## config.mk

```make
export PLATFORM = sky130hd
export DESIGN_NAME = shift_reg_arbiter
export DESIGN_NICKNAME = d
export VERILOG_FILES = /design/src/rtl/shift_reg_arbiter.sv
export SDC_FILE = /design/constraint.sdc
export NUM_CORES = 1
export LEC_CHECK = 0
export CAP_MARGIN = 0
export CORE_MARGIN = 3
export CORE_UTILIZATION = 45
export CTS_CLUSTER_SIZE = 25
export DETAILED_ROUTE_END_ITERATION = 8
export GPL_ROUTABILITY_DRIVEN = 0
export PLACE_DENSITY_LB_ADDON = 0.08
export SLEW_MARGIN = 15
export SYNTH_ARGS = -nofsm -noshare
export SYNTH_HDL_FRONTEND = slang
export SYNTH_SLANG_ARGS = --single-unit
```

## constraint.sdc

```tcl
create_clock -name clk -period 2.3 [get_ports clk]
set_input_delay 0.23 -clock clk [delete_from_list [all_inputs] [get_ports clk]]
set_output_delay 0.23 -clock clk [all_outputs]
set_load 0.01 [all_outputs]
```

## src/rtl/shift_reg_arbiter.sv

```systemverilog
// Round-robin arbiter that shares one external serial-in/parallel-out shift register
// among NREQ requesters. Optional loopback check enabled by macro SRARB_LOOPBACK_CHK_EN.
module shift_reg_arbiter #(
  parameter int NREQ  = 2,
  parameter int WIDTH = 4
) (
  input  logic                  clk,
  input  logic                  reset,
  input  logic [NREQ-1:0]       req_i,
  input  logic [NREQ*WIDTH-1:0] data_i,
  output logic [NREQ-1:0]       gnt_o,
  output logic [NREQ-1:0]       done_o,
  output logic [WIDTH-1:0]      result_o,
  output logic                  busy_o,
`ifdef SRARB_LOOPBACK_CHK_EN
  output logic                  err_o,
`endif
  output logic                  sr_clr_o,
  output logic                  sr_en_o,
  output logic                  sr_x_o,
  input  logic [WIDTH-1:0]      sr_i
);

  localparam int IDX_W = (NREQ > 1) ? $clog2(NREQ) : 1;
  localparam int CNT_W = $clog2(WIDTH);
  localparam logic [IDX_W-1:0] LAST_INIT = IDX_W'(NREQ - 1);
  localparam logic [CNT_W-1:0] CNT_LAST  = CNT_W'(WIDTH - 1);
  localparam logic [NREQ-1:0]  ONE_HOT0  = NREQ'(1);

  typedef enum logic [1:0] {
    IDLE    = 2'd0,
    LOAD    = 2'd1,
    SHIFT   = 2'd2,
    CAPTURE = 2'd3
  } state_t;

  state_t            state_reg;
  logic [IDX_W-1:0]  last_reg;
  logic [CNT_W-1:0]  cnt_reg;
  logic [WIDTH-1:0]  shadow_reg;

  logic [WIDTH-1:0]  data_slice [NREQ];
  logic              win_valid;
  logic [IDX_W-1:0]  win_idx;
  logic [CNT_W-1:0]  cnt_next;
  logic [CNT_W-1:0]  next_bit;

  genvar gi;
  generate
    for (gi = 0; gi < NREQ; gi++) begin : g_slice
      assign data_slice[gi] = data_i[gi*WIDTH +: WIDTH];
    end
  endgenerate

  // Search upward from last+1, wrapping, so the most recently served requester is last.
  always_comb begin
    int               cand;
    logic [IDX_W-1:0] cand_idx;
    win_valid = 1'b0;
    win_idx   = '0;
    cand      = 0;
    cand_idx  = '0;
    for (int i = 1; i <= NREQ; i++) begin
      cand = int'(last_reg) + i;
      if (cand >= NREQ) cand = cand - NREQ;
      cand_idx = IDX_W'(cand);
      if (!win_valid && req_i[cand_idx]) begin
        win_valid = 1'b1;
        win_idx   = cand_idx;
      end
    end
  end

  assign cnt_next = cnt_reg + CNT_W'(1);
  assign next_bit = CNT_LAST - cnt_next;

  // last_reg doubles as the owner of the transaction in flight.
  always_ff @(posedge clk or posedge reset) begin
    if (reset) begin
      state_reg  <= IDLE;
      last_reg   <= LAST_INIT;
      cnt_reg    <= '0;
      shadow_reg <= '0;
      gnt_o      <= '0;
      done_o     <= '0;
      result_o   <= '0;
      busy_o     <= 1'b0;
      sr_clr_o   <= 1'b0;
      sr_en_o    <= 1'b0;
      sr_x_o     <= 1'b0;
`ifdef SRARB_LOOPBACK_CHK_EN
      err_o      <= 1'b0;
`endif
    end else begin
      gnt_o    <= '0;
      done_o   <= '0;
      sr_clr_o <= 1'b0;
`ifdef SRARB_LOOPBACK_CHK_EN
      err_o    <= 1'b0;
`endif
      case (state_reg)
        IDLE: begin
          if (win_valid) begin
            shadow_reg <= data_slice[win_idx];
            last_reg   <= win_idx;
            gnt_o      <= ONE_HOT0 << win_idx;
            sr_clr_o   <= 1'b1;
            busy_o     <= 1'b1;
            state_reg  <= LOAD;
          end
        end
        LOAD: begin
          cnt_reg   <= '0;
          sr_en_o   <= 1'b1;
          sr_x_o    <= shadow_reg[WIDTH-1];
          state_reg <= SHIFT;
        end
        SHIFT: begin
          if (cnt_reg == CNT_LAST) begin
            sr_en_o   <= 1'b0;
            sr_x_o    <= 1'b0;
            state_reg <= CAPTURE;
          end else begin
            cnt_reg <= cnt_next;
            sr_x_o  <= shadow_reg[next_bit];
          end
        end
        CAPTURE: begin
          result_o  <= sr_i;
          done_o    <= ONE_HOT0 << last_reg;
          busy_o    <= 1'b0;
`ifdef SRARB_LOOPBACK_CHK_EN
          err_o     <= (sr_i != shadow_reg);
`endif
          state_reg <= IDLE;
        end
        default: state_reg <= IDLE;
      endcase
    end
  end

endmodule
```

Yosys cells after proc, flatten, opt, wreduce, memory -nomap -nowiden

Cells that the tools add are included.

Flip-flop bits (word level): 21
Input bits: 16
Word-level logic and storage cells: 74

Add/sub/neg operators: 6
$lt $le $gt $ge: 6
Eq/ne operators: 7
Shifts and indexed selects: 2
Multiplexer cells: 31
Bitwise logic cells: 1
Reductions and logical operators: 10

Operator list:

| cell                                                              | number |
|---|---|
| two-way mux 1 bit                                                 | 16 |
| two-way mux 2 bit                                                 | 6 |
| two-way mux 4 bit                                                 | 3 |
| AND reduction 2 bit                                               | 5 |
| one-hot mux 2 bit (4 select lines)                                | 1 |
| equality test 2 bit, second input constant                        | 3 |
| inequality test 2 bit, second input constant                      | 3 |
| one-hot mux 1 bit (2 select lines)                                | 3 |
| greater-or-equal comparator 2 bit, second input constant          | 2 |
| less-than comparator 1 x 2 -> 1 bit, second input constant        | 2 |
| one-hot mux 2 bit (2 select lines)                                | 1 |
| nonzero test 2 bit                                                | 2 |
| << shifter 1 x 1 -> 2 bit, first input constant                   | 2 |
| adder 1 x 2 -> 3 bit, second input constant                       | 1 |
| greater-or-equal comparator 3 x 2 -> 1 bit, second input constant | 1 |
| less-than comparator 2 x 3 -> 1 bit, second input constant        | 1 |
| adder 1 x 1 -> 2 bit, second input constant                       | 1 |
| adder 2 x 1 -> 2 bit, second input constant                       | 1 |
| binary-select mux 1 bit (select 2 bit)                            | 1 |
| equality test 2 x 1 -> 1 bit, second input constant               | 1 |
| logical NOT 2 bit                                                 | 1 |
| NOT 1 -> 2 bit                                                    | 1 |
| subtractor 1 bit, second input constant                           | 2 |
| subtractor 2 bit, first input constant                            | 1 |
| 2 further kinds                                                   | 2 |

Logic depth before layout (Yosys ltp)

Gate-level depths: netlist (run 1).

Word-level depth: 13
Gate-level depth with buffers: 5

Worst setup path before layout (run 1)

Ideal clock, no wire load.

Path kind: flip-flop to flip-flop
Start: register cnt_reg[0]
End: register sr_x_o
Library setup time: 124 ps
Arrival time: 1484 ps
Required time: 2176 ps
Path slack: 692 ps
Cell stages (with the launch flop): 5
Buffers on the path: 0
Period minus slack after synthesis: 1608 ps
Cell sequence: dfrtp_1 > ha_1 > mux4_2 > a221oi_2 > nor2_1

Cells in the longest elaborated chain, start to end: 6
Elaborated cells on any way between the ends: 7
Classes of those cells: add/sub: 2; eq/ne: 1; mux: 4

RTL lines:

| what                                    | line | RTL |
|---|---|---|
| start: declaration                      | 39   | `logic [CNT_W-1:0] cnt_reg;` |
| start signal: assignment                | 124  | `cnt_reg <= cnt_next;` |
| adder 2 x 1 -> 2 bit                    | 74   | `assign cnt_next = cnt_reg + CNT_W'(1);` |
| subtractor 2 bit                        | 75   | `assign next_bit = CNT_LAST - cnt_next;` |
| binary-select mux 1 bit (select 2 bit)  | 125  | `sr_x_o <= shadow_reg[next_bit];` |
| two-way mux 1 bit (implied by the code) | 125  |  |
| two-way mux 1 bit (*)                   | 119  | `if (cnt_reg == CNT_LAST) begin` |
| one-hot mux 1 bit (2 select lines) (*)  | 101  | `case (state_reg)` |
| end signal: assignment                  | 115  | `sr_x_o <= shadow_reg[WIDTH-1];` |
| end signal: assignment                  | 125  |  |
| end: declaration                        | 20   | `output logic sr_x_o,` |

Every way passes the cells marked *; elsewhere a longest branch is shown, timed or not. The select of a mux whose other input is x is not followed.
A chain may end at the register's enable or synchronous reset.

Worst setup path in the final report (run 1)

Same ends and word-level chain as after synthesis.

==> flow_metrics.env, run 1 <==
export IMPL_skew_ns=0.002028
export IMPL_rr_endpoint="sr_x_o"
export IMPL_r2r_start="cnt_reg[0]"
export IMPL_fp_row_count=15
export IMPL_die_h_um=51.02
export IMPL_clockBufferDepth=2
export IMPL_fin_crit_ns=1.680
export IMPL_first_iter_violations=8
export IMPL_grt_max_degree=22
export IMPL_clkTransAtPathRegs_ns=0.12
export IMPL_syn_nets=93
export IMPL_hold_class="in2async"
export IMPL_setup_viol=0
export IMPL_arrival_ns=1.88
export IMPL_critPathMaxFanout=3
export IMPL_via_count=643
export IMPL_avgSynthCellArea_um2=12.85
export IMPL_leakage_nw=0.5791
export IMPL_final_common_cell="clkdlybuf4s50_1"
export IMPL_vias_per_cell=5.063
export IMPL_syn_inst=71
export IMPL_die_x_um=51.02
export IMPL_synth_area_um2=912.1
export IMPL_crit_type="reg2reg"
export IMPL_numClockSinks=21
export IMPL_area_growth_pct=36.08
export IMPL_final_nets=125
export IMPL_period_share_pct=73.06
export IMPL_ys_ff_latch=21
export IMPL_final_cell_mix="27 x clkdlybuf4s50_1, 20 x dfrtp_1, 9 x inv_1"
export IMPL_cts_resized=0
export IMPL_start_kind="flip-flop"
export IMPL_h_tree_depth=1
export IMPL_finalInstanceArea_um2=1241
export IMPL_cts_tree="built"
export IMPL_cts_root_buf="clkbuf_4"
export IMPL_cp_required_ns=2.50
export IMPL_yosysWarnings=0
export IMPL_powerDensity_nw_per_um2=1306
export IMPL_slew_headroom_pct=49.20
export IMPL_synth_cell_type_count=21
export IMPL_hold_viol_final=0
export IMPL_fp_coreArea_um2=1821
export IMPL_clk_latency_ns=0.30
export IMPL_grt_pass1_wl_mm=2.718
export IMPL_place_area_um2=1214
export IMPL_fmax_mhz=595.1
export IMPL_rsz0062_at_grt="false"
export IMPL_hold_buffers=0
export IMPL_track_usage_pct=14.17
export IMPL_post_cts_setup_buffers=0
export IMPL_start_util_pct=50.10
export IMPL_post_route_drc_count=0
export IMPL_io_buffers=27
export IMPL_dieArea_um2=2603
export IMPL_worst_pin_slew_ns=0.7611
export IMPL_slew_viol_final=0
export IMPL_drt_wirelength_per_cell_um=12.61
export IMPL_layout_drive_gt1_share_pct=12.75
export IMPL_setup_tns_final_ns=0
export IMPL_cts_buffers=3
export IMPL_cp_end_kind="flip-flop"
export IMPL_drt_wl_total_mm=1.601
export IMPL_ios=28
export IMPL_grt_pass1_vias=621
export IMPL_ir_drop_mv=0.7252
export IMPL_antenna_found_initial=0
export IMPL_finalPower_w=0.001621
export IMPL_gr_total_overflow=0
export IMPL_ys_seq_area_share_pct=57.75
export IMPL_r2r_cells=4
export IMPL_ff2ff_setup_slack_ns=0.62
export IMPL_dpl_hpwl_mm=1.239
export IMPL_num_antenna_cells=0
export IMPL_antenna_left=0
export IMPL_maxCapViolCount=0
export IMPL_outcome="completed"
export IMPL_first_pass_iters=4
==> synth_stat cells <==
| cell | number | area share (%) |
|---|---|---|
| and2_1 | 4 | 2.7 |
| nor3b_1 | 1 | 0.82 |
| mux2_2 | 5 | 6.2 |
| a22o_2 | 1 | 1.1 |
| a221oi_2 | 1 | 1.6 |
| a21o_1 | 1 | 0.82 |
| dfrtp_1 | 20 | 55 |
| and2b_1 | 1 | 0.82 |
| o22a_1 | 1 | 0.96 |
| ha_1 | 6 | 8.2 |
| a221o_1 | 4 | 4.4 |
| mux4_2 | 1 | 2.5 |
| o22ai_1 | 1 | 0.69 |
| nand2_1 | 2 | 0.82 |
| o21ai_0 | 1 | 0.55 |
| nor2_1 | 6 | 2.5 |
| dfstp_2 | 1 | 2.9 |
| o32a_1 | 1 | 1.1 |
| inv_1 | 9 | 3.7 |
| mux2i_1 | 1 | 1.1 |
| a21oi_1 | 3 | 1.6 |
==> cell families (layout without fill, tap and decap cells) <==
family,count (synthesis),count (layout),share of synthesized area (%)
AOI/OAI and AO/OA,14,14,12.89
adders and majority gates,6,6,8.230
buffers and inverters,9,40,3.703
DFF,21,21,57.75
muxes,7,7,9.739
and+or+nand+nor,14,14,7.682
==> layer usage <==
layer / share of wire (%) / vias up / GRT usage, %
met3: 9.1 / 0 / 3.790
met4: 0 / 0 / 6.726
met2: 48 / 28 / 22.75
met1: 42 / 306 / 17.61
li1: - / 309 / -
met5: 0 / - / 0
==> metrics by stage <==
stage / hold WS (ns) / std cells / worst slack, ns / util, %
4_1_cts: 0.3826 / 127 / 0.6197 / 68.18
2_1_floorplan: 0.2058 / 71 / 0.6925 / -
6_report: 0.3536 / 127 / 0.6197 / 68.18
5_1_grt: 0.4183 / 127 / 0.5448 / 68.18
3_5_place_dp: 0.4891 / 123 / 0.6386 / 66.67
3_3_place_gp: 0.4876 / 123 / 0.6800 / 66.67
==> worst max-delay path: stages (launching register included) <==
cell	delay, ns
dfrtp_1	0.42
ha_1	0.33
mux4_2	0.51
a221oi_2	0.24
nor2_1	0.07
==> how the worst max path moves through the flow <==
stage | endpoint | cells past startpoint | startpoint
floorplan | sr_x_o | 4 | cnt_reg[0]
global placement | sr_x_o | 4 | cnt_reg[0]
detailed placement | sr_x_o | 4 | cnt_reg[0]
CTS | sr_x_o | 4 | cnt_reg[0]
global route | shadow_reg[2] | 5 | state_reg[0]
finish | sr_x_o | 4 | cnt_reg[0]
==> cell type report <==
type / count / area [um2]
Timing Repair Buffer: 27 / 270.3
Tap cell: 25 / 31.28
Clock inverter: 1 / 5.005
Clock buffer: 3 / 22.52
Inverter: 9 / 33.78
Multi-Input combinational cell: 41 / 351.6
Fill cell: 150 / 579.3
Sequential cell: 21 / 526.8
==> report_power, final <==
group | leakage, nW | internal [W] | switching, W
registers | 0.255 | 0.000545 | 0.0000970
clock network | 0.0177 | 0.0000648 | 0.000112
logic | 0.306 | 0.000463 | 0.000340
total | 0.579 | 0.00107 | 0.000549
Power figures use the tool's default switching activity.
==> run 2, diff against run 1 <==
Clock period 2.3 ns to 1.7 ns, I/O delays scaled along.
==> flow_metrics.env, run 2 (synthesis gave the netlist of run 1 again) <==
export IMPL_outcome="completed"
export IMPL_slew_viol_final=0
export IMPL_first_pass_iters=4
export IMPL_grt_pass1_wl_mm=2.939
export IMPL_layout_drive_gt1_share_pct=14.42
export IMPL_clk_latency_ns=0.29
export IMPL_period_share_pct=97.76
export IMPL_cp_required_ns=1.89
export IMPL_clkTransAtPathRegs_ns=0.11
export IMPL_post_route_drc_count=0
export IMPL_antenna_left=0
export IMPL_dp_cells=125
export IMPL_fin_crit_ns=1.662
export IMPL_hold_class="in2async"
export IMPL_track_usage_pct=15.28
export IMPL_antenna_found_initial=0
export IMPL_multiInputGateArea_um2=364.1
export IMPL_area_growth_pct=38.96
export IMPL_arrival_ns=1.85
export IMPL_fp_row_count=15
export IMPL_cts_root_buf="clkbuf_4"
export IMPL_r2r_cells=4
export IMPL_rr_endpoint="sr_x_o"
export IMPL_die_x_um=51.02
export IMPL_cts_buffers=3
export IMPL_worst_pin_slew_ns=0.4806
export IMPL_cp_end_kind="flip-flop"
export IMPL_clockBufferDepth=2
export IMPL_routed_top_layer="met4"
export IMPL_vias_per_cell=4.915
export IMPL_grt_max_degree=15
export IMPL_wl_met1_um=723
export IMPL_nFillCells=143
export IMPL_start_util_pct=50.10
export IMPL_drt_wirelength_per_cell_um=13.28
export IMPL_wl_met2_um=870
export IMPL_h_tree_depth=1
export IMPL_maxCapViolCount=0
export IMPL_dieArea_um2=2603
export IMPL_powerDensity_nw_per_um2=1759
export IMPL_ir_drop_mv=0.9706
export IMPL_gr_total_overflow=0
export IMPL_critPathMaxFanout=3
export IMPL_fmax_mhz=601.7
export IMPL_first_iter_violations=5
export IMPL_final_seq_area_um2=526.8
export IMPL_cts_tree="built"
export IMPL_place_area_um2=1229
export IMPL_r2r_start="cnt_reg[0]"
export IMPL_ios=28
export IMPL_leakage_nw=0.5858
export IMPL_final_common_cell="clkdlybuf4s50_1"
export IMPL_ff2ff_setup_slack_ns=0.04
export IMPL_pre_cts_slack_ns=0.02050
export IMPL_num_antenna_cells=0
export IMPL_setup_tns_final_ns=0
export IMPL_hold_viol_final=0
export IMPL_final_cell_mix="27 x clkdlybuf4s50_1, 20 x dfrtp_1, 9 x inv_1"
export IMPL_slew_headroom_pct=67.96
export IMPL_setup_slack_ns=0.03802
export IMPL_setup_viol=0
export IMPL_numClockSinks=21
export IMPL_grt_pass1_vias=631
export IMPL_fp_coreArea_um2=1821
export IMPL_final_nets=127
export IMPL_post_cts_setup_buffers=0
export IMPL_drt_wl_total_mm=1.713
export IMPL_wl_met3_um=103
export IMPL_via_count=634
export IMPL_die_h_um=51.02
export IMPL_dpl_hpwl_mm=1.348
export IMPL_start_kind="flip-flop"
export IMPL_io_buffers=27
export IMPL_skew_ns=0.001708
export IMPL_crit_type="reg2reg"
export IMPL_finalInstanceArea_um2=1267
export IMPL_finalPower_w=0.002229
export IMPL_fin_cells=129
[run 2: power breakdown]
part | internal, W | switching [W] | leakage (nW) | total [W]
clock | 0.0000911 | 0.000139 | 0.0150 | 0.000230
combinational | 0.000650 | 0.000468 | 0.316 | 0.00112
sequential | 0.000738 | 0.000143 | 0.255 | 0.000881
total | 0.00148 | 0.000750 | 0.586 | 0.00223
[run 2: metrics by stage]
step           utilization (%)  hold WS [ns]
6_report                 69.62        0.1142
4_1_cts                  68.93        0.1114
3_5_place_dp             67.49        0.4286
2_1_floorplan                -        0.1458
3_3_place_gp             67.49        0.4296
5_1_grt                  69.62        0.1190
[run 2: worst max-delay path, cell delays in order, from the launching register on]
cell and delay, ns:
dfrtp_1 0.45, ha_4 0.29, mux4_2 0.50, a221oi_2 0.24, nor2_1 0.08
[run 2: final cells by class]
class / instances / area share, %
Sequential cell: 21 / 41.56
Clock buffer: 4 / 2.073
Timing Repair Buffer: 29 / 22.51
Multi-Input combinational cell: 41 / 28.73
Inverter: 9 / 2.665
Tap cell: 25 / 2.468
[run 2: how the worst max path moves through the flow]
stage / to / start / slack (ns) / cells past startpoint
global placement: sr_x_o / cnt_reg[0] / 0.08 / 4
floorplan: sr_x_o / cnt_reg[0] / 0.09 / 4
detailed placement: sr_x_o / cnt_reg[0] / 0.02 / 4
finish: sr_x_o / cnt_reg[0] / 0.04 / 4
global route: sr_x_o / cnt_reg[0] / -0.007 / 4
CTS: sr_x_o / cnt_reg[0] / 0.008 / 4
[run 2: what timing repair did]
action	CTS	global route
resized for setup	0	2
hold buffers	0	0
setup endpoints to repair	0	5
[run 2: routing by layer]
| layer | global-route usage, % | up-vias |
|---|---|---|
| met5 | 0 | - |
| met4 | 5.381 | 0 |
| met3 | 3.499 | 2 |
| met2 | 25.32 | 20 |
| met1 | 19.50 | 298 |
| li1 | - | 314 |
==> run 3, diff against run 2 <==
Clock period 1.7 ns to 1.75 ns, I/O delays scaled along.
==> flow_metrics.env, run 3 (synthesis gave the netlist of run 1 again) <==
export IMPL_ios=28
export IMPL_maxCapViolCount=0
export IMPL_numClockSinks=21
export IMPL_start_kind="flip-flop"
export IMPL_ir_drop_mv=0.9458
export IMPL_outcome="completed"
export IMPL_cts_resized=0
export IMPL_clk_latency_ns=0.29
export IMPL_dpl_hpwl_mm=1.348
export IMPL_drt_wl_total_mm=1.691
export IMPL_first_pass_iters=4
export IMPL_cts_buffers=3
export IMPL_worst_pin_slew_ns=0.4652
export IMPL_grt_pass1_vias=631
export IMPL_die_x_um=51.02
export IMPL_switchingPower_w=0.0007150
export IMPL_combPwrFrac_pct=50.0
export IMPL_num_antenna_cells=0
export IMPL_fin_crit_ns=1.674
export IMPL_final_common_cell="clkdlybuf4s50_1"
export IMPL_h_tree_depth=1
export IMPL_slew_headroom_pct=68.99
export IMPL_slowest_stage="mux4_2"
export IMPL_multiInputGateArea_um2=351.6
export IMPL_setup_slack_ns=0.07643
export IMPL_hold_class="in2async"
export IMPL_io_buffers=27
export IMPL_cts_tree="built"
export IMPL_sw_frac_of_total_pct=33.48
export IMPL_r2r_start="cnt_reg[0]"
export IMPL_rr_endpoint="sr_x_o"
export IMPL_fp_row_count=15
export IMPL_whs_ns=0.1196
export IMPL_cp_slowest_stage_delay_ns=0.51
export IMPL_area_growth_pct=37.59
export IMPL_arrival_ns=1.86
export IMPL_cts_root_buf="clkbuf_4"
export IMPL_fmax_mhz=597.5
export IMPL_cp_required_ns=1.94
export IMPL_grt_max_degree=15
export IMPL_clkPwrFrac_pct=10.4
export IMPL_slew_viol_final=0
export IMPL_rsz0062_at_grt="false"
export IMPL_hold_viol_final=0
export IMPL_clockBufferDepth=2
export IMPL_cp_end_kind="flip-flop"
export IMPL_final_seq_area_um2=526.8
export IMPL_grt_pass1_wl_mm=2.939
export IMPL_setup_viol=0
export IMPL_layout_drive_gt1_share_pct=13.46
export IMPL_post_route_drc_count=0
export IMPL_pre_cts_slack_ns=0.07050
export IMPL_leakage_nw=0.5866
export IMPL_drt_wirelength_per_cell_um=13.11
export IMPL_period_share_pct=95.63
export IMPL_gr_total_overflow=0
export IMPL_crit_type="reg2reg"
export IMPL_crit_chain="ha_1, mux4_2, a221oi_2, nor2_1"
export IMPL_setup_tns_final_ns=0
export IMPL_dieArea_um2=2603
export IMPL_vias_per_cell=4.891
export IMPL_clkTransAtPathRegs_ns=0.11
export IMPL_hold_buffers=0
export IMPL_nFillCells=146
export IMPL_final_cell_mix="27 x clkdlybuf4s50_1, 20 x dfrtp_1, 9 x inv_1"
export IMPL_r2r_cells=4
export IMPL_critPathMaxFanout=3
export IMPL_powerDensity_nw_per_um2=1702
export IMPL_final_nets=127
export IMPL_die_h_um=51.02
export IMPL_antenna_found_initial=0
export IMPL_first_iter_violations=5
export IMPL_via_count=631
export IMPL_final_core_util_pct=68.93
export IMPL_internal_power_w=0.001420
export IMPL_fp_coreArea_um2=1821
export IMPL_skew_ns=0.001374
export IMPL_power_frac_seq_pct=39.6
export IMPL_ff2ff_setup_slack_ns=0.08
export IMPL_track_usage_pct=15.28
export IMPL_post_cts_setup_buffers=0
export IMPL_antenna_left=0
export IMPL_start_util_pct=50.10
-- run 3: cell type report --
class / count / share of cell area [%]
Sequential cell: 21 / 41.97
Multi-Input combinational cell: 41 / 28.02
Timing Repair Buffer: 29 / 22.73
Inverter: 9 / 2.692
Tap cell: 25 / 2.493
Clock buffer: 4 / 2.094
-- run 3: stage by stage --
stage / area [um2] / std cells / power, W
4_1_cts: 1255 / 129 / 0.002171
3_5_place_dp: 1229 / 125 / 0.001938
6_report: 1255 / 129 / 0.002135
2_1_floorplan: 912.1 / 71 / 0.001524
5_1_grt: 1255 / 129 / 0.002314
3_3_place_gp: 1229 / 125 / 0.001899
-- run 3: power by group through the flow --
stage | registers (W) | clock network, W | logic, W
floorplan | 0.000888 | 0 | 0.000635
global placement | 0.000848 | 0 | 0.00105
detailed placement | 0.000856 | 0 | 0.00108
CTS | 0.000849 | 0.000234 | 0.00109
global route | 0.000876 | 0.000260 | 0.00118
finish | 0.000846 | 0.000222 | 0.00107
-- run 3: worst max path at each step --
stage,from,endpoint,slack [ns],depth (start not counted)
detailed placement,cnt_reg[0],sr_x_o,0.07,4
floorplan,cnt_reg[0],sr_x_o,0.14,4
global placement,cnt_reg[0],sr_x_o,0.13,4
global route,cnt_reg[0],sr_x_o,0.03,4
finish,cnt_reg[0],sr_x_o,0.08,4
CTS,cnt_reg[0],sr_x_o,0.06,4
-- run 3: per-layer routing --
metal	GRT usage, %	part of all wire, %	wire (um)	vias to the layer above
met4	5.381	0.89	15	0
met2	25.32	51	855	22
met5	0	0	0	-
li1	-	-	-	314
met1	19.50	42	715	293
met3	3.499	6.2	105	2
-- run 3: worst max-delay path, delay by kind of cell, from the launching register on --
family / cells / cell delay [ns]
mux: 1 / 0.51
flops: 1 / 0.42
fa+ha+maj: 1 / 0.33
compound gates: 1 / 0.24
simple gates: 1 / 0.07
